### src/rtl/switch_input_debouncer.sv
// Per-channel switch conditioner: 2-flop synchronizer, counting debouncer, sticky W1C rise/fall events.
// Define SWDEB_IRQ_EN to build the registered, maskable interrupt summary; otherwise irq is tied to 0.
module switch_input_debouncer #(
  parameter int WIDTH      = 8,
  parameter int DEB_CYCLES = 500000
) (
  input  logic             clk,
  input  logic             RST,
  input  logic [WIDTH-1:0] pin_in,
  input  logic [WIDTH-1:0] evt_clr,
  input  logic [WIDTH-1:0] irq_mask,
  output logic [WIDTH-1:0] level_out,
  output logic [WIDTH-1:0] rise_evt,
  output logic [WIDTH-1:0] fall_evt,
  output logic             irq
);

  localparam int CNT_W = (DEB_CYCLES < 1) ? 1 : $clog2(DEB_CYCLES + 1);
  localparam logic [CNT_W-1:0] CNT_LAST = CNT_W'(DEB_CYCLES - 1);
  localparam logic [CNT_W-1:0] CNT_ONE  = CNT_W'(1);

  typedef enum logic {ST_STABLE, ST_PENDING} deb_state_t;

  logic [WIDTH-1:0] s1_q, s2_q;

  always_ff @(posedge clk or posedge RST) begin
    if (RST) begin
      s1_q <= '0;
      s2_q <= '0;
    end else begin
      s1_q <= pin_in;
      s2_q <= s1_q;
    end
  end

  for (genvar gi = 0; gi < WIDTH; gi++) begin : g_chan
    deb_state_t       state_q, state_d;
    logic [CNT_W-1:0] cnt_q, cnt_d;
    logic             level_q, level_d;
    logic             rise_q, rise_d;
    logic             fall_q, fall_d;
    logic             set_rise, set_fall;

    always_comb begin
      state_d  = state_q;
      cnt_d    = cnt_q;
      level_d  = level_q;
      set_rise = 1'b0;
      set_fall = 1'b0;
      case (state_q)
        ST_STABLE: begin
          cnt_d = '0;
          if (s2_q[gi] != level_q) begin
            if (DEB_CYCLES == 1) begin
              level_d  = s2_q[gi];
              set_rise = s2_q[gi];
              set_fall = ~s2_q[gi];
            end else begin
              cnt_d   = CNT_ONE;
              state_d = ST_PENDING;
            end
          end
        end
        ST_PENDING: begin
          if (s2_q[gi] == level_q) begin
            cnt_d   = '0;
            state_d = ST_STABLE;
          end else if (cnt_q == CNT_LAST) begin
            level_d  = s2_q[gi];
            cnt_d    = '0;
            state_d  = ST_STABLE;
            set_rise = s2_q[gi];
            set_fall = ~s2_q[gi];
          end else begin
            cnt_d = cnt_q + CNT_ONE;
          end
        end
        default: begin
          cnt_d   = '0;
          state_d = ST_STABLE;
        end
      endcase
      // A set in the same cycle as a clear wins so no event is ever lost.
      rise_d = (rise_q & ~evt_clr[gi]) | set_rise;
      fall_d = (fall_q & ~evt_clr[gi]) | set_fall;
    end

    always_ff @(posedge clk or posedge RST) begin
      if (RST) begin
        state_q <= ST_STABLE;
        cnt_q   <= '0;
        level_q <= 1'b0;
        rise_q  <= 1'b0;
        fall_q  <= 1'b0;
      end else begin
        state_q <= state_d;
        cnt_q   <= cnt_d;
        level_q <= level_d;
        rise_q  <= rise_d;
        fall_q  <= fall_d;
      end
    end

    assign level_out[gi] = level_q;
    assign rise_evt[gi]  = rise_q;
    assign fall_evt[gi]  = fall_q;
  end

`ifdef SWDEB_IRQ_EN
  logic irq_q, irq_d;

  always_comb begin
    irq_d = |((rise_evt | fall_evt) & ~irq_mask);
  end

  always_ff @(posedge clk or posedge RST) begin
    if (RST) irq_q <= 1'b0;
    else     irq_q <= irq_d;
  end

  assign irq = irq_q;
`else
  logic unused_irq_mask;
  assign unused_irq_mask = ^irq_mask;
  assign irq = 1'b0;
`endif

endmodule
### config.mk
export PLATFORM = sky130hd
export DESIGN_NAME = switch_input_debouncer
export DESIGN_NICKNAME = d
export VERILOG_FILES = /design/src/rtl/switch_input_debouncer.sv
export SDC_FILE = /design/constraint.sdc
export NUM_CORES = 1
export LEC_CHECK = 0
export CAP_MARGIN = 40
export CELL_PAD_IN_SITES_DETAIL_PLACEMENT = 1
export CELL_PAD_IN_SITES_GLOBAL_PLACEMENT = 2
export CORE_MARGIN = 3
export CORE_UTILIZATION = 41
export CTS_BUF_LIST = sky130_fd_sc_hd__clkbuf_8
export DETAILED_ROUTE_END_ITERATION = 7
export PLACE_DENSITY_LB_ADDON = 0.1
export SYNTH_ARGS = -nofsm -noshare
export SYNTH_HDL_FRONTEND = slang
export SYNTH_SLANG_ARGS = --single-unit
### constraint.sdc
create_clock -name clk -period 8.21 [get_ports clk]
set_input_delay 1.642 -clock clk [delete_from_list [all_inputs] [get_ports clk]]
set_output_delay 1.642 -clock clk [all_outputs]
set_load 0.1 [all_outputs]
==> results of run 1 <==
==> how the worst max path moves through the flow <==
stage                 startpoint                  end  slack, ns  cells past startpoint
5_1_grt                      RST  g_chan[4].cnt_q[14]       4.76                      4
3_3_place_gp                 RST  g_chan[4].cnt_q[13]       4.43                      3
3_5_place_dp                 RST  g_chan[4].cnt_q[13]       4.43                      4
4_1_cts        g_chan[4].level_q         level_out[4]       4.87                      2
6_report       g_chan[4].level_q         level_out[4]       4.92                      2
2_1_floorplan                RST   g_chan[0].cnt_q[0]       1.11                      1
==> stage by stage <==
step / hold slack (ns) / setup WS [ns] / utilization / instances
floorplan: 0.331 / 1.11 / - / 938
global placement: 0.333 / 4.43 / 0.441 / 1220
detailed placement: 0.342 / 4.43 / 0.460 / 1245
CTS: 0.366 / 4.87 / 0.475 / 1273
global route: 0.373 / 4.76 / 0.475 / 1273
finish: 0.359 / 4.92 / 0.475 / 1273
==> cell type report <==
type,count,area [µm²],share of cell area
multi-input combinational,649,4050,0.375
clock buffer,19,262,0.0242
clock inverter,9,82.6,0.00765
tap,285,357,0.0330
timing repair buffer,73,888,0.0823
sequential,200,5000,0.464
inverter,38,150,0.0139
==> placed cells by master (no fill, tap or decap), types with 13 or more instances in the layout <==
cell type	synthesis	layout
dfrtp_1	200	200
nor2_1	117	117
xnor2_1	65	65
nand3_1	55	55
nand2_1	50	50
xor2_1	46	46
nand4_1	42	42
clkdlybuf4s50_1	0	41
inv_1	38	39
a21oi_1	35	35
nor3_1	30	30
o21ai_0	27	27
nor4_1	26	26
buf_8	0	21
clkbuf_8	0	19
or4_1	18	18
or3_1	17	17
a22o_1	16	16
o31ai_1	14	14
and4_1	13	13
==> critical path: stages (launching register included) <==
cell and delay (ns):
dfrtp_1 0.41, clkdlybuf4s50_1 0.59, buf_16 0.19
==> layer usage <==
layer,vias up,part of all wire
met3,9,0.023
met2,48,0.49
met4,0,0.0060
li1,3357,-
met5,-,0
met1,3574,0.48
==> cells by family (layout without fill, tap and decap cells) <==
| kind of cell | count (synthesis) | after routing | synth area share |
|---|---|---|---|
| multiplexers | 8 | 8 | 0.00950 |
| AO/OA/AOI/OAI | 110 | 110 | 0.0748 |
| other | 1 | 1 | 0.000395 |
| AND/OR/NAND/NOR | 411 | 411 | 0.229 |
| adder cells (fa/ha/maj) | 8 | 8 | 0.0106 |
| flip-flops | 200 | 200 | 0.527 |
| XOR/XNOR | 111 | 111 | 0.102 |
| buffers and inverters | 89 | 139 | 0.0460 |
==> flip-flops by register name, summed over array words and instances, names as in the netlist <==
| name | cells |
|---|---|
| g_chan.cnt_q | 152 |
| g_chan.fall_q | 8 |
| g_chan.level_q | 8 |
| g_chan.rise_q | 8 |
| g_chan.state_q | 8 |
| s1_q | 8 |
| s2_q | 8 |
==> power by group <==
group	internal, mW	leakage (nW)	switching (mW)	total, mW
registers	1.00	2.73	0.0212	1.03
logic	0.0314	1.27	0.0640	0.0953
clock network	0.248	0.174	0.332	0.580
total	1.28	4.17	0.417	1.70
==> metrics, run 1 <==
met2 Usage GRT=0.292; fin crit share=0.401; gr usage total=0.174; post-synthesis cell type count=42; die area=25,000 µm²; flop and latch count out of synthesis=200; main flop type after synthesis=dfrtp_1; wire length of the first global-routing pass=35,800 µm; Min-Delay Path Class=flop to flop; Async S/R FF share, synth=1.00; post-synth top area cell=dfrtp_1; Max FO, Critical Path=3; PwrDens=158 nW/µm²; WL final=20,400 µm; critical setup path kind=flop to output port; Reg clk slew, reported paths=0.10 ns; Mapped Avg Cell Area=10.1 µm²; effective utilization at floorplan=0.418; post-synth top area share=0.527; Longest Clk Path Bufs=2; drt wl/cell=16.0 µm; hold_sp=s1_q[2]; Hold Path Sink=s2_q[2]; largest net degree at the start of global routing=104; Fill cells=2,463; setup TNS=0 ns; Synth Net Count=972; IO Port Bufs=41; total CTS buffers=17; outcome=completed; final setup vio count=0; final max-slew violation count=0; Via-to-Cell Ratio=5.49; DRC Markers=0; # H-tree levels=4; # hold bufs at CTS=0; min Tclk post-route=3.29 ns; worst hold path depth=0; area delta synth->final=13.7%; Vias=6,988; post-CTS setup buffers=0; Reg2Reg Setup Slack=5.93 ns; Worst slew margin=0.439; startpoint class of the critical path=flop; final net count=1,013; Max VDD drop=0.112 mV; r2r endpoint=g_chan[6].level_q; Setup Skew=0.0140 ns; largest cells by area after synthesis=dfrtp_1, xnor2_1, nor2_1; Required @ worst endpoint=6.57 ns; Synth Instances=938; DIE WIDTH=158 µm; CTS tree=done; GPL Wtd Cong=0.786; Ports=51; r2r startpoint=g_chan[6].cnt_q[0]; Clock Latency Late Sink=0.46 ns; most frequent cell after synthesis=dfrtp_1; Slew @ Worst Pin=0.842 ns; GR Layer Usage met3=0.0358; layout cells sized above 1=0.0901; RSZ-0062 raised after global routing=no; Leak=4.17 nW; Synth top cells by count=dfrtp_1, nor2_1, xnor2_1; R2R cell count=5; YS warnings=0; placed cell area=10,400 µm²; number of synthesized flops with an enable pin=0; antenna-violating nets left=0; core area=22,700 µm²; maximum capacitance violations=0; TritonRoute pass-1 iters=4; Gates resized, CTS repair=0; CP endpoint kind=output port; Overflow after GRT=0; number of global-route vias before repair=7,414; critical path arrival=1.65 ns; Ant. Diodes=0; DP HPWL=14,400 µm; Fmax=304 MHz; grt peak-use layer=met2; root buf cell=clkbuf_8; met1 Usage GRT=0.235; total chip power=1.70 mW; clk sinks=200; chip height=158 µm; Finished Cell Area=10,800 µm²; final-report hold violation count=0; Starting DRT DRC Count=354; Row Count=55; initial antenna violation count=0; register area share after synthesis=0.527; synthesized cell area=9490 µm²
No activity file was read; power rests on OpenSTA's default activity.
==> run 2: changes to the inputs <==
Clock period 8.21 ns to 3.2 ns, I/O delays scaled along.
==> metrics, run 2 (synthesized netlist as in run 1, its figures left out) <==
outcome=completed; DRC Markers=0; Clk pwr share=0.369; CP endpoint kind=flop; core area=22,700 µm²; Longest Clk Path Bufs=2; Min-Delay Path Class=flop to flop; Finished Cell Area=10,500 µm²; Combinational Power Share=0.056; Reg clk slew, reported paths=0.10 ns; critical path arrival=2.68 ns; clk sinks=200; number of flip-flops under the largest register name=152; GPL Wtd Cong=0.796; final-report hold violation count=0; Leak=4.09 nW; DIE WIDTH=158 µm; min Tclk post-route=2.32 ns; Worst slew margin=0.459; final setup vio count=0; maximum capacitance violations=0; antenna-violating nets left=0; Reg with most FFs=g_chan.cnt_q; layout cells sized above 1=0.102; Fill cells=2,514; Fmax=431 MHz; Required @ worst endpoint=3.56 ns; number of global-route vias before repair=7,387; most common cell after layout, fill and taps aside=dfrtp_1; Overflow after GRT=0; cell-internal power=3.41 mW; wire length of the first global-routing pass=35,600 µm; post-CTS setup buffers=0; die area=25,000 µm²; Ports=51; total CTS buffers=17; Sw Ratio=0.256; Max VDD drop=0.232 mV; Via-to-Cell Ratio=5.45; fin crit share=0.725; # H-tree levels=4; Gates resized, CTS repair=0; effective utilization at floorplan=0.418; placed cell area=10,100 µm²; area delta synth->final=10.4%; P_sw=1.17 mW; Starting DRT DRC Count=204; Setup Skew=0.0179 ns; largest net degree at the start of global routing=47; Fin Hold WS=0.363 ns; Max FO, Critical Path=6; RSZ-0062 raised after global routing=no; PwrDens=437 nW/µm²; sequential power share=0.575; final max-slew violation count=0; critical setup path kind=flop to flop; Slew @ Worst Pin=0.810 ns; startpoint class of the critical path=flop; root buf cell=clkbuf_8; # hold bufs at CTS=0; DP HPWL=14,800 µm; TritonRoute pass-1 iters=4; CTS tree=done; final net count=993; Row Count=55; commonest non-fill, non-tap cells in the layout=dfrtp_1, nor2_1, xnor2_1; Vias=6,847; initial antenna violation count=0; gr usage total=0.173; Ant. Diodes=0; Clock Latency Late Sink=0.47 ns; WL final=20,700 µm; IO Port Bufs=41; chip height=158 µm; drt wl/cell=16.4 µm
==> run 2: cell count changes in the layout (fill, tap and decap cells not counted), sizes merged <==
cell and change:
buf +4, bufinv +1, clkbuf -1, clkdlybuf4s50 -24
clkinv +2, inv +2
==> run 2: cell type report <==
| class | count | area, µm² | share of cell area |
|---|---|---|---|
| flip-flops and latches | 200 | 5000 | 0.478 |
| multi-input cells | 649 | 4050 | 0.386 |
| repair buffers | 53 | 503 | 0.0480 |
| well taps | 285 | 357 | 0.0341 |
| clock buffers | 18 | 248 | 0.0237 |
| clock inverters | 14 | 165 | 0.0158 |
| inverters | 38 | 146 | 0.0140 |
==> run 2: per-stage QoR <==
stage	cells	power (mW)	setup slack, ns	TNS [ns]	util
6_report	1257	4.58	0.879	0	0.461
5_1_grt	1257	4.81	0.712	0	0.461
4_1_cts	1257	4.67	0.857	0	0.461
3_5_place_dp	1225	2.95	0.879	0	0.443
3_3_place_gp	1225	2.93	1.00	0	0.443
2_1_floorplan	938	2.83	-0.0283	-5.67	-
==> run 2: path summary, 6_finish.rpt <==
path	depth (start not counted)	slack, ns	start	endpoint
setup reg to reg	5	0.88	g_chan[6].cnt_q[0]	g_chan[6].level_q
hold reg to reg	0	0.36	s1_q[0]	s2_q[0]
hold / removal	0	0.36	s1_q[0]	s2_q[0]
setup / recovery	5	0.88	g_chan[6].cnt_q[0]	g_chan[6].level_q
min in group asynchronous	2	0.67	RST	g_chan[4].cnt_q[4]
max in group asynchronous	3	1.85	RST	s2_q[3]
==> run 2: critical path, cell delays in order (launching register included) <==
cell and delay (ns):
dfrtp_1 0.41, ha_1 0.23, and4_1 0.38, nand3_1 0.20, nor4_1 0.60, mux2_2 0.40
==> run 2: metal layers <==
layer,track usage,wire (µm),vias up,share of wire
met2,0.291,10200,63,0.49
met5,0,0,-,0
met3,0.0358,470,14,0.023
met4,0.0389,179,0,0.0087
met1,0.231,9840,3451,0.48
li1,-,-,3319,-
==> run 2: power groups by stage <==
stage / combinational (mW) / clock (mW) / sequential (mW)
after floorplan: 0.168 / 0 / 2.67
after global placement: 0.253 / 0 / 2.68
after detailed placement: 0.266 / 0 / 2.68
after CTS: 0.266 / 1.77 / 2.64
after global routing: 0.297 / 1.87 / 2.65
final: 0.257 / 1.69 / 2.63
==> run 3: changes to the inputs <==
Settings changed: CORE_UTILIZATION 41 to 37.
Clock period 3.2 ns to 1.9 ns, I/O delays scaled along.
==> metrics, run 3 (synthesized netlist as in run 1, its figures left out) <==
outcome=completed; GPL Wtd Cong=0.795; area of the multi-input gates=4190 µm²; final-report hold violation count=0; Row Count=57; placed cell area=11,000 µm²; Setup Skew=0.0224 ns; root buf cell=clkbuf_8; CP Cell Sequence=nand4_1 -> or4_4 -> or4_1 -> a21oi_1; effective utilization at floorplan=0.383; die area=27,600 µm²; final max-slew violation count=0; post-route setup slack=0.0742 ns; IO Port Bufs=41; DP Worst Slack=-0.0203 ns; min Tclk post-route=1.83 ns; PwrDens=689 nW/µm²; DRC Markers=0; Min-Delay Path Class=input port to async pin; Vias=7,185; number of global-route vias before repair=7,902; fin crit share=0.961; Max VDD drop=0.408 mV; WL final=21,700 µm; Reg with most FFs=g_chan.cnt_q; Fin Hold WS=0.225 ns; Fmax=548 MHz; Max FO, Critical Path=5; RSZ-0062 raised after global routing=yes; Leak=4.70 nW; DP Cell Count=1,353; DIE WIDTH=166 µm; maximum capacitance violations=0; initial antenna violation count=0; setup TNS=0 ns; wire length of the first global-routing pass=38,700 µm; Reg clk slew, reported paths=0.10 ns; Overflow after GRT=0; Clock Latency Late Sink=0.46 ns; chip height=166 µm; gr usage total=0.164; TritonRoute pass-1 iters=4; Via-to-Cell Ratio=5.17; Ant. Diodes=0; grt peak-use layer=met2; area delta synth->final=22.4%; number of flip-flops under the largest register name=152; sequential cell area=5010 µm²; Starting DRT DRC Count=401; final setup vio count=0; commonest non-fill, non-tap cells in the layout=dfrtp_1, nor2_1, buf_4; Longest Clk Path Bufs=2; largest net degree at the start of global routing=65; total CTS buffers=17; drt wl/cell=15.6 µm; GR Layer Usage met3=0.0300; DP HPWL=15,700 µm; met2 Usage GRT=0.293; CP endpoint kind=flop; core area=24,700 µm²; clk sinks=200; layout cells sized above 1=0.201; critical path's slowest cell=or4_4; met1 Usage GRT=0.205; critical path arrival=2.20 ns; final net count=1,088; antenna-violating nets left=0; CP delay by family, top=simple AND/OR/NAND/NOR gates; Required @ worst endpoint=2.28 ns; critical setup path kind=flop to flop; Fill cells=2,760; Largest stage delay, worst path=0.49 ns; Finished Cell Area=11,600 µm²; most common cell after layout, fill and taps aside=dfrtp_1; Ports=51; Non-Filler Instances=1,390; # H-tree levels=4; startpoint class of the critical path=flop; Worst Path Buf+Inv=0; CTS tree=done
[run 3: cell count changes in the layout (fill, tap and decap cells not counted), sizes merged]
cell	change
buf	+95
clkbuf	+2
bufinv	+2
clkinv	-5
[run 3: layer usage]
| metal | wire [µm] | share of wire | vias to the layer above |
|---|---|---|---|
| met5 | 0 | 0 | - |
| met2 | 11000 | 0.51 | 47 |
| met1 | 9990 | 0.46 | 3620 |
| met4 | 271 | 0.012 | 0 |
| met3 | 413 | 0.019 | 19 |
| li1 | - | - | 3499 |
[run 3: what timing repair did]
action | in CTS | in global routing
hold buffers | 0 | 0
cloned | 0 | 1
buffers inserted | 1 | 4
setup endpoints to repair | 7 | 38
resized for setup | 4 | 21
pin swaps | 1 | 6
[run 3: final cells by class]
| cell class | instances | area share |
|---|---|---|
| Multi-Input combinational cell | 649 | 0.361 |
| Timing Repair Buffer | 148 | 0.122 |
| Tap cell | 324 | 0.0349 |
| Clock inverter | 11 | 0.0145 |
| Clock buffer | 20 | 0.0237 |
| Inverter | 38 | 0.0126 |
| Sequential cell | 200 | 0.431 |
[run 3: final timing paths]
| kind | endpoint | start | cells after the start | slack [ns] |
|---|---|---|---|---|
| hold reg to reg | s2_q[2] | s1_q[2] | 0 | 0.36 |
| max in group asynchronous | g_chan[0].cnt_q[4] | RST | 3 | 1.03 |
| setup reg to reg | g_chan[6].cnt_q[17] | g_chan[6].cnt_q[7] | 4 | 0.07 |
| min in group clk | s1_q[3] | pin_in[3] | 1 | 0.35 |
| setup / recovery | g_chan[6].cnt_q[17] | g_chan[6].cnt_q[7] | 4 | 0.07 |
| hold / removal | s1_q[4] | RST | 2 | 0.23 |
[run 3: through the flow]
stage	power [mW]	utilization
final	8.00	0.469
after global routing	8.43	0.469
after CTS	8.13	0.464
after detailed placement	5.05	0.445
after global placement	5.01	0.445
after floorplan	4.78	-
[run 3: power by group]
group / internal [mW] / switching (mW) / total, mW
sequential: 4.34 / 0.0810 / 4.42
clock: 1.54 / 1.50 / 3.04
combinational: 0.220 / 0.322 / 0.542
